### src/rtl/ps2_device_emu.sv
// Device-side PS/2 engine: owns the PS/2 clock, sends bytes to the host,
// receives host commands with the ACK pulse and optionally answers 0xFA/0xFE.
module ps2_device_emu #(
    parameter int HALF_PER = 2000,
    parameter int RTS_MIN  = 500,
    parameter bit AUTO_ACK = 1'b1
) (
    input  logic       CLK,
    input  logic       RST,
    input  logic [7:0] TX_DATA,
    input  logic       TX_VALID,
    output logic       TX_READY,
    output logic [7:0] RX_DATA,
    output logic       RX_VALID,
    output logic       RX_ERR,
    input  logic       PS2CLK_I,
    input  logic       PS2DATA_I,
    output logic       PS2CLK_OE,
    output logic       PS2DATA_OE
);
    localparam int TMAX = (2 * HALF_PER > RTS_MIN) ? 2 * HALF_PER : RTS_MIN;
    localparam int TW   = $clog2(TMAX + 1);
    localparam logic [TW-1:0] T_HALF = TW'(HALF_PER - 1);
    localparam logic [TW-1:0] T_MID  = TW'(HALF_PER / 2);
    localparam logic [TW-1:0] T_FREE = TW'(2 * HALF_PER - 1);
    localparam logic [TW-1:0] T_RTS  = TW'(RTS_MIN - 1);

    typedef enum logic [3:0] {
        IDLE, TX_LOW, TX_HIGH, WAIT_FREE, RX_LOW, RX_HIGH, ACK_LOW, ACK_HIGH, HOLDOFF
    } state_t;

    state_t        state, state_n;
    logic [1:0]    clk_sync, dat_sync;
    logic          clk_s, dat_s;
    logic [TW-1:0] tmr, tmr_n;
    logic          tmr_done;
    logic [3:0]    bitcnt, bitcnt_n;
    logic [10:0]   frame, frame_n;
    logic [9:0]    rx_sh, rx_sh_n;
    logic          ack_pend, ack_pend_n;
    logic [7:0]    ack_byte, ack_byte_n;
    logic [7:0]    rx_data_n;
    logic          rx_valid_n, rx_err_n, clk_oe_n, dat_oe_n;

    function automatic logic [10:0] mk_frame(input logic [7:0] b);
        return {1'b1, ~^b, b, 1'b0};
    endfunction

    assign clk_s    = clk_sync[1];
    assign dat_s    = dat_sync[1];
    assign tmr_done = (tmr == T_HALF);
    assign TX_READY = (state == IDLE) & clk_s & dat_s & ~ack_pend;

    always_comb begin
        state_n    = state;
        tmr_n      = tmr + TW'(1);
        bitcnt_n   = bitcnt;
        frame_n    = frame;
        rx_sh_n    = rx_sh;
        ack_pend_n = ack_pend;
        ack_byte_n = ack_byte;
        rx_data_n  = RX_DATA;
        rx_valid_n = 1'b0;
        rx_err_n   = 1'b0;
        case (state)
            IDLE: begin
                // tmr measures how long request-to-send has been held
                if (clk_s && !dat_s) begin
                    if (tmr == T_RTS) begin
                        state_n  = RX_LOW;
                        tmr_n    = '0;
                        bitcnt_n = '0;
                    end
                end else begin
                    tmr_n = '0;
                    if (clk_s && dat_s && (ack_pend || TX_VALID)) begin
                        frame_n    = ack_pend ? mk_frame(ack_byte) : mk_frame(TX_DATA);
                        ack_pend_n = 1'b0;
                        state_n    = TX_HIGH;
                        bitcnt_n   = '0;
                    end
                end
            end
            TX_HIGH: if (tmr_done) begin
                tmr_n   = '0;
                state_n = (!clk_s && bitcnt != 4'd10) ? WAIT_FREE : TX_LOW;
            end
            TX_LOW: if (tmr_done) begin
                tmr_n = '0;
                if (bitcnt == 4'd10) begin
                    state_n = HOLDOFF;
                end else begin
                    bitcnt_n = bitcnt + 4'd1;
                    state_n  = TX_HIGH;
                end
            end
            WAIT_FREE: begin
                if (!clk_s) begin
                    tmr_n = '0;
                end else if (tmr == T_FREE) begin
                    tmr_n    = '0;
                    bitcnt_n = '0;
                    state_n  = TX_HIGH;
                end
            end
            RX_LOW: if (tmr_done) begin
                tmr_n   = '0;
                state_n = RX_HIGH;
            end
            RX_HIGH: begin
                if (tmr == T_MID) rx_sh_n = {dat_s, rx_sh[9:1]};
                if (tmr_done) begin
                    tmr_n = '0;
                    if (bitcnt != 4'd9) begin
                        bitcnt_n = bitcnt + 4'd1;
                        state_n  = RX_LOW;
                    end else if (rx_sh_n[9]) begin
                        state_n = ACK_LOW;
                    end else begin
                        rx_err_n = 1'b1;
                        state_n  = HOLDOFF;
                    end
                end
            end
            ACK_LOW: if (tmr_done) begin
                tmr_n   = '0;
                state_n = ACK_HIGH;
            end
            ACK_HIGH: if (tmr_done) begin
                tmr_n      = '0;
                state_n    = HOLDOFF;
                rx_data_n  = rx_sh[7:0];
                rx_valid_n = ^rx_sh[8:0];
                rx_err_n   = ~^rx_sh[8:0];
            end
            HOLDOFF: if (tmr_done) begin
                tmr_n   = '0;
                state_n = IDLE;
            end
            default: begin
                tmr_n   = '0;
                state_n = IDLE;
            end
        endcase
        // a newer command result always replaces any unsent response
        if (AUTO_ACK && (rx_valid_n || rx_err_n)) begin
            ack_pend_n = 1'b1;
            ack_byte_n = rx_valid_n ? 8'hFA : 8'hFE;
        end
        clk_oe_n = state_n inside {TX_LOW, RX_LOW, ACK_LOW};
        dat_oe_n = ((state_n == TX_HIGH || state_n == TX_LOW) && !frame_n[bitcnt_n]) ||
                   (state_n inside {ACK_LOW, ACK_HIGH});
    end

    always_ff @(posedge CLK or negedge RST) begin
        if (!RST) begin
            clk_sync   <= '0;
            dat_sync   <= '0;
            state      <= IDLE;
            tmr        <= '0;
            bitcnt     <= '0;
            frame      <= '0;
            rx_sh      <= '0;
            ack_pend   <= 1'b0;
            ack_byte   <= '0;
            RX_DATA    <= '0;
            RX_VALID   <= 1'b0;
            RX_ERR     <= 1'b0;
            PS2CLK_OE  <= 1'b0;
            PS2DATA_OE <= 1'b0;
        end else begin
            clk_sync   <= {clk_sync[0], PS2CLK_I};
            dat_sync   <= {dat_sync[0], PS2DATA_I};
            state      <= state_n;
            tmr        <= tmr_n;
            bitcnt     <= bitcnt_n;
            frame      <= frame_n;
            rx_sh      <= rx_sh_n;
            ack_pend   <= ack_pend_n;
            ack_byte   <= ack_byte_n;
            RX_DATA    <= rx_data_n;
            RX_VALID   <= rx_valid_n;
            RX_ERR     <= rx_err_n;
            PS2CLK_OE  <= clk_oe_n;
            PS2DATA_OE <= dat_oe_n;
        end
    end
endmodule

### config.mk
export PLATFORM = sky130hd
export DESIGN_NAME = ps2_device_emu
export DESIGN_NICKNAME = d
export VERILOG_FILES = /design/src/rtl/ps2_device_emu.sv
export SDC_FILE = /design/constraint.sdc
export NUM_CORES = 1
export LEC_CHECK = 0
export CAP_MARGIN = 20
export CORE_MARGIN = 2
export CORE_UTILIZATION = 40
export CTS_CLUSTER_SIZE = 24
export DETAILED_ROUTE_END_ITERATION = 16
export HOLD_SLACK_MARGIN = 0.08
export PLACE_DENSITY = 0.61
export SLEW_MARGIN = 5
export SYNTH_ARGS = -nofsm -noshare
export SYNTH_HDL_FRONTEND = slang
export SYNTH_SLANG_ARGS = --single-unit
### constraint.sdc
create_clock -name CLK -period 7.3 [get_ports CLK]
set_input_delay 1.46 -clock CLK [delete_from_list [all_inputs] [get_ports CLK]]
set_output_delay 1.46 -clock CLK [all_outputs]
set_load 0.03 [all_outputs]
==> impl_metrics.csv, run 1 <==
group,metric,value,unit
clock_tree,cts_buffers,9,
timing,grt_setup_unrepaired,"false",
timing,skew,0.008524,ns
floorplanning,die-area,8968,µm²
floorplanning,fp-row-count,33,
logic_synthesis,synth_nets,336,
grt,grt_util_all_layers,16.78,%
logic_synthesis,ys_types,60,
placed_design,dp_hpwl,4.603,mm
timing,maxSlewViolCount,0,
pwr,clock_power_share,48.6,%
floorplanning,core_area,8093,µm²
placed_design,port_buffers,25,
drt,post_drt_via_cell_ratio,5.221,
drt,postRouteAntennaNets,0,
grt,grt_max_degree,61,
logic_synthesis,synthArstFlopShare,100.0,%
worst_setup_path,crit_fanout,17,
grt,grt_pass1_wl,11.71,mm
drt,wl_per_cell,14.47,µm
logic_synthesis,yosysSeqAreaShare,45.63,%
pwr,ir_drop,0.0001265,V
timing,hold_viol,0,
clock_tree,clkTransAtPathRegs,0.07,ns
worst_setup_path,start_kind,"flip-flop",
worst_setup_path,crit_type,"reg2out",
logic_synthesis,synthFlopType,"dfrtp_1",
clock_tree,htreeDepth,3,
layout,insertedDiodeCount,0,
layout,drive_gt1_share,14.81,%
drt,wirelength,6.600,mm
placed_design,place_ws,3.276,ns
placed_design,gp_congestion,0.8599,
status,status,"completed",
pwr,power.switching,0.0001526,W
clock_tree,insertion_delay,0.34,ns
min_path,hp-class,"reg2reg",
floorplanning,die_w,94.70,µm
pwr,combPwrFrac,3.7,%
layout,fillCellCount,796,
clock_tree,hold_buffers,0,
logic_synthesis,synth-edff-count,0,
worst_setup_path,cp_cell_sequence,"nor4_1 > nand2_1 > nor3b_1 > clkdlybuf4s50_1",
clock_tree,clk_path_buf_depth,2,
logic_synthesis,synth_compound_area_share,12.21,%
pwr,p_int,0.0005489,W
clock_tree,cts_sinks,60,
logic_synthesis,syn_area,3291,µm²
grt,grt_antenna_before_repair,0,
timing,timing.final.ws_setup,3.333,ns
floorplanning,ios,26,
worst_setup_path,cpPeakStageDelay,0.74,ns
logic_synthesis,synth_cells,318,
logic_synthesis,synth-simple-area-share,19.39,%
timing,fmax,252.1,MHz
layout,multi_input_comb_area,1705,µm²
logic_synthesis,yosys_warnings,0,
logic_synthesis,avgSynthCellArea,10.35,µm²
drt,drt_iter0_drc,155,
pwr,p_leak,1.651,nW
pwr,p_per_area,181.9,nW/µm²
worst_setup_path,critPathCaptureType,"output port",
grt,overflow,0,
timing,period_minus_slack,3.967,ns
job,drv_cap,0,
logic_synthesis,yosys.area_share.adder,1.901,%
timing,fin_setup_tns,0,ns
worst_setup_path,crit_slowest_cell,"clkdlybuf4s50_1",
logic_synthesis,synth_xor_xnor_area_share,7.186,%
floorplanning,start_util,40.66,%
logic_synthesis,synthMuxAreaShare,11.14,%
clock_tree,post_cts_resized,0,
floorplanning,die_y,94.70,µm
clock_tree,post-cts-setup-buffers,0,
clock_tree,clock-root-buffer,"clkbuf_8",
drt,num_vias,2381,
layout,area_growth,17.22,%
pwr,power_switching_share,21.76,%
drt,drc,0,
worst_setup_path,crit_arrival,2.51,ns
timing,fin_crit_sh,54.34,%
layout,final_common_cell,"dfrtp_1",
clock_tree,cts_tree,"built",
logic_synthesis,ys_seq_elements,60,
layout,regArea,1501,µm²
grt,grt_pass1_vias,2398,
worst_setup_path,critPathRequiredTime,5.84,ns
timing,relSlewSlack,31.61,%
layout,mostFrequentLayoutCells,"dfrtp_1 (60), nor2_1 (32), clkdlybuf4s50_1 (24)",
layout,nets,364,
pwr,power_frac_seq,47.7,%
timing,holdWs,0.3489,ns
drt,drtPass1Iterations,5,
logic_synthesis,synth_top_family_by_area,"simple AND/OR/NAND/NOR gates",
timing,worst_pin_slew,1.016,ns
timing,setup_violations,0,
==> layout make-up <==
type                       instances  area share [%]
clock buffer                      11           3.665
clock inverter                     5           2.173
inverter                          11           1.070
multi-input combinational        238           44.21
sequential                        60           38.92
tap                              105           3.406
timing repair buffer              26           6.552
==> state kept, by name, summed over array words and instances, names as in the netlist <==
name	cells
RX_DATA	8
frame	11
state	4
PS2DATA_OE	1
rx_sh	10
dat_sync	2
ack_pend	1
ack_byte	2
RX_VALID	1
PS2CLK_OE	1
tmr	12
RX_ERR	1
bitcnt	4
clk_sync	2
==> final timing paths <==
kind                                    endpoint             startpoint  slack, ns  cells past startpoint
setup reg to reg            PS2DATA_OE$_DFF_PN0_     state[1]$_DFF_PN0_       4.23                      8
hold reg to reg            clk_sync[1]$_DFF_PN0_  clk_sync[0]$_DFF_PN0_       0.35                      0
max in group asynchronous  dat_sync[0]$_DFF_PN0_                    RST       5.52                      2
min in group asynchronous     frame[6]$_DFF_PN0_                    RST       1.27                      2
hold / removal             clk_sync[1]$_DFF_PN0_  clk_sync[0]$_DFF_PN0_       0.35                      0
setup / recovery                        TX_READY     state[1]$_DFF_PN0_       3.33                      4
==> synth_stat cells (7+ instances only) <==
cell type / instances / area (µm²)
nand2_1: 23 / 86.33
nor2_1: 32 / 120.1
clkbuf_1: 7 / 26.28
xor2_1: 9 / 78.83
nand3_1: 7 / 35.03
xnor2_1: 18 / 157.7
a21oi_1: 12 / 60.06
dfrtp_1: 60 / 1501
inv_1: 11 / 41.29
nand2b_1: 13 / 81.33
nor3_1: 8 / 40.04
mux2i_1: 13 / 130.1
mux2_2: 20 / 225.2
nor2b_1: 8 / 50.05
==> cell families after synthesis <==
kind of cell,count (synthesis)
fa+ha+maj,5
compound gates,52
buf+inv,20
simple gates,120
mux,34
xor+xnor,27
flops,60
==> worst max-delay path: cells and delay by family, from the launching register on <==
family | cells | cell delay (ns)
flip-flops | 1 | 0.57
buffers and inverters | 1 | 0.74
AND/OR/NAND/NOR | 3 | 0.87
==> power by group through the flow <==
| stage | registers (W) | logic [W] | clock network [W] |
|---|---|---|---|
| 2_1_floorplan | 0.000341 | 0.0000105 | 0 |
| 3_3_place_gp | 0.000341 | 0.0000262 | 0 |
| 3_5_place_dp | 0.000341 | 0.0000264 | 0 |
| 4_1_cts | 0.000335 | 0.0000266 | 0.000349 |
| 5_1_grt | 0.000335 | 0.0000289 | 0.000364 |
| 6_report | 0.000335 | 0.0000257 | 0.000341 |
==> metal layers <==
| layer | routed length (µm) | GRT usage (%) | vias to the layer above | share of wire, % |
|---|---|---|---|---|
| li1 | - | - | 1182 | - |
| met1 | 3317 | 23.50 | 1159 | 50 |
| met2 | 2990 | 25.53 | 35 | 45 |
| met3 | 238 | 4.389 | 5 | 3.6 |
| met4 | 54 | 5.072 | 0 | 0.82 |
| met5 | 0 | 0 | - | 0 |
==> stage by stage <==
step	util, %	std cells	instance area [µm²]	total power [W]
2_1_floorplan	-	318	3291	0.0003511
4_1_cts	47.67	456	3857	0.0007104
3_5_place_dp	44.88	440	3632	0.0003674
3_3_place_gp	44.88	440	3632	0.0003672
5_1_grt	47.67	456	3857	0.0007277
6_report	47.67	456	3857	0.0007016
Power figures use the tool's default switching activity.
==> run 2, diff against run 1 <==
Clock period 7.3 ns to 3.75 ns, I/O delays scaled along.
==> run 2 against run 1 <==
Combinational power up 92%. Sequential power up 94%. Critical path depth unchanged.
==> impl_metrics.csv, run 2 (synthesized netlist as in run 1, its figures left out) <==
group,metric,value,unit
status,status,"completed",
floorplanning,die_y,94.70,µm
clock_tree,hold_buffers,0,
layout,mostFrequentLayoutCells,"dfrtp_1 (60), nor2_1 (32), clkdlybuf4s50_1 (24)",
floorplanning,start_util,40.66,%
clock_tree,clock-root-buffer,"clkbuf_8",
drt,drt_iter0_drc,146,
placed_design,port_buffers,25,
timing,skew,0.01151,ns
worst_setup_path,crit_fanout,3,
timing,relSlewSlack,42.78,%
drt,drtPass1Iterations,4,
grt,overflow,0,
layout,largest_reg_flops,12,
clock_tree,post_cts_resized,0,
clock_tree,cts_tree,"built",
timing,setup_violations,0,
timing,hold_viol,0,
grt,grt_util_all_layers,17.51,%
timing,worst_pin_slew,0.8583,ns
timing,grt_setup_unrepaired,"false",
grt,grt_pass1_wl,12.08,mm
floorplanning,die-area,8968,µm²
pwr,ir_drop,0.0001813,V
timing,maxSlewViolCount,0,
drt,postRouteAntennaNets,0,
layout,regArea,1501,µm²
grt,grt_antenna_before_repair,0,
timing,fin_crit_sh,86.25,%
drt,wirelength,6.856,mm
clock_tree,post-cts-setup-buffers,0,
clock_tree,clkTransAtPathRegs,0.07,ns
clock_tree,clk_path_buf_depth,2,
clock_tree,insertion_delay,0.34,ns
worst_setup_path,cp_num_buf_inv,1,
drt,num_vias,2440,
job,drv_cap,0,
pwr,p_per_area,336.7,nW/µm²
worst_setup_path,cp_cell_sequence,"nor4_1 > nand2_1 > nor3b_1 > clkdlybuf4s50_1",
clock_tree,cts_buffers,9,
grt,grt_pass1_vias,2453,
worst_setup_path,start_kind,"flip-flop",
clock_tree,cts_sinks,60,
worst_setup_path,critPathRequiredTime,3.00,ns
drt,wl_per_cell,14.84,µm
floorplanning,die_w,94.70,µm
layout,drive_gt1_share,16.53,%
layout,nets,370,
layout,insertedDiodeCount,0,
floorplanning,core_area,8093,µm²
worst_setup_path,crit_arrival,2.48,ns
floorplanning,ios,26,
placed_design,dp_hpwl,4.959,mm
pwr,p_leak,1.677,nW
drt,drc,0,
worst_setup_path,critPathCaptureType,"output port",
timing,period_minus_slack,3.234,ns
layout,top_register,"tmr",
pwr,power,0.001307,W
layout,multi_input_comb_area,1705,µm²
layout,fillCellCount,771,
layout,final_common_cell,"dfrtp_1",
timing,fin_setup_tns,0,ns
min_path,hp-class,"reg2reg",
layout,largestRegisters,"tmr x12, frame x11, rx_sh x10",
worst_setup_path,cpPeakStageDelay,0.73,ns
timing,fmax,309.2,MHz
clock_tree,htreeDepth,3,
worst_setup_path,cp_top_family,"simple AND/OR/NAND/NOR gates",
worst_setup_path,crit_slowest_cell,"clkdlybuf4s50_1",
layout,area_growth,17.98,%
floorplanning,fp-row-count,33,
worst_setup_path,crit_type,"reg2out",
drt,post_drt_via_cell_ratio,5.281,
grt,grt_max_degree,40,
placed_design,gp_congestion,0.9023,
[run 2: area by class of cell]
| cell class | count | area share (%) |
|---|---|---|
| clock buffers | 9 | 3.190 |
| well taps | 105 | 3.384 |
| flip-flops and latches | 60 | 38.67 |
| multi-input cells | 238 | 43.93 |
| clock inverters | 7 | 2.095 |
| inverters | 11 | 1.063 |
| repair buffers | 32 | 7.670 |
[run 2: path summary, 6_finish.rpt]
path	slack [ns]	start	depth (start not counted)	to
setup / recovery	0.52	state[0]$_DFF_PN0_	4	TX_READY
hold / removal	0.35	clk_sync[0]$_DFF_PN0_	0	clk_sync[1]$_DFF_PN0_
setup reg to reg	0.90	tmr[0]$_DFF_PN0_	9	PS2DATA_OE$_DFF_PN0_
hold reg to reg	0.35	clk_sync[0]$_DFF_PN0_	0	clk_sync[1]$_DFF_PN0_
max in group asynchronous	2.43	RST	2	tmr[1]$_DFF_PN0_
min in group asynchronous	0.51	RST	1	frame[4]$_DFF_PN0_
[run 2: per-layer routing]
metal | vias up | wire, µm | global-route usage, %
met3 | 15 | 262 | 3.671
met5 | - | 0 | 0
met2 | 55 | 3185 | 27.30
met1 | 1170 | 3262 | 23.60
met4 | 0 | 146 | 7.609
li1 | 1200 | - | -
[run 2: worst register-to-register path: stages, from the launching register on]
cell	delay, ns
dfrtp_1	0.39
ha_1	0.24
nand3_1	0.21
or4_4	0.64
o31a_1	0.37
a31oi_4	0.28
mux2i_1	0.23
mux2_2	0.16
nand2_1	0.05
a32oi_1	0.21
[run 2: power by group]
part	internal, W	switching, W	total (W)
logic	0.0000246	0.0000247	0.0000493
registers	0.000649	0.00000226	0.000651
clock network	0.000317	0.000290	0.000607
total	0.000990	0.000317	0.00131
[run 2: metrics by stage]
step / worst slack, ns / instances / hold WS (ns) / util, % / instance area, µm²
2_1_floorplan: 1.186 / 318 / 0.3312 / - / 3291
3_3_place_gp: 0.8375 / 446 / 0.3322 / 45.44 / 3677
3_5_place_dp: 0.7260 / 446 / 0.3378 / 45.44 / 3677
4_1_cts: 0.5254 / 462 / 0.3540 / 47.97 / 3882
5_1_grt: 0.3667 / 462 / 0.3568 / 47.97 / 3882
6_report: 0.5156 / 462 / 0.3521 / 47.97 / 3882
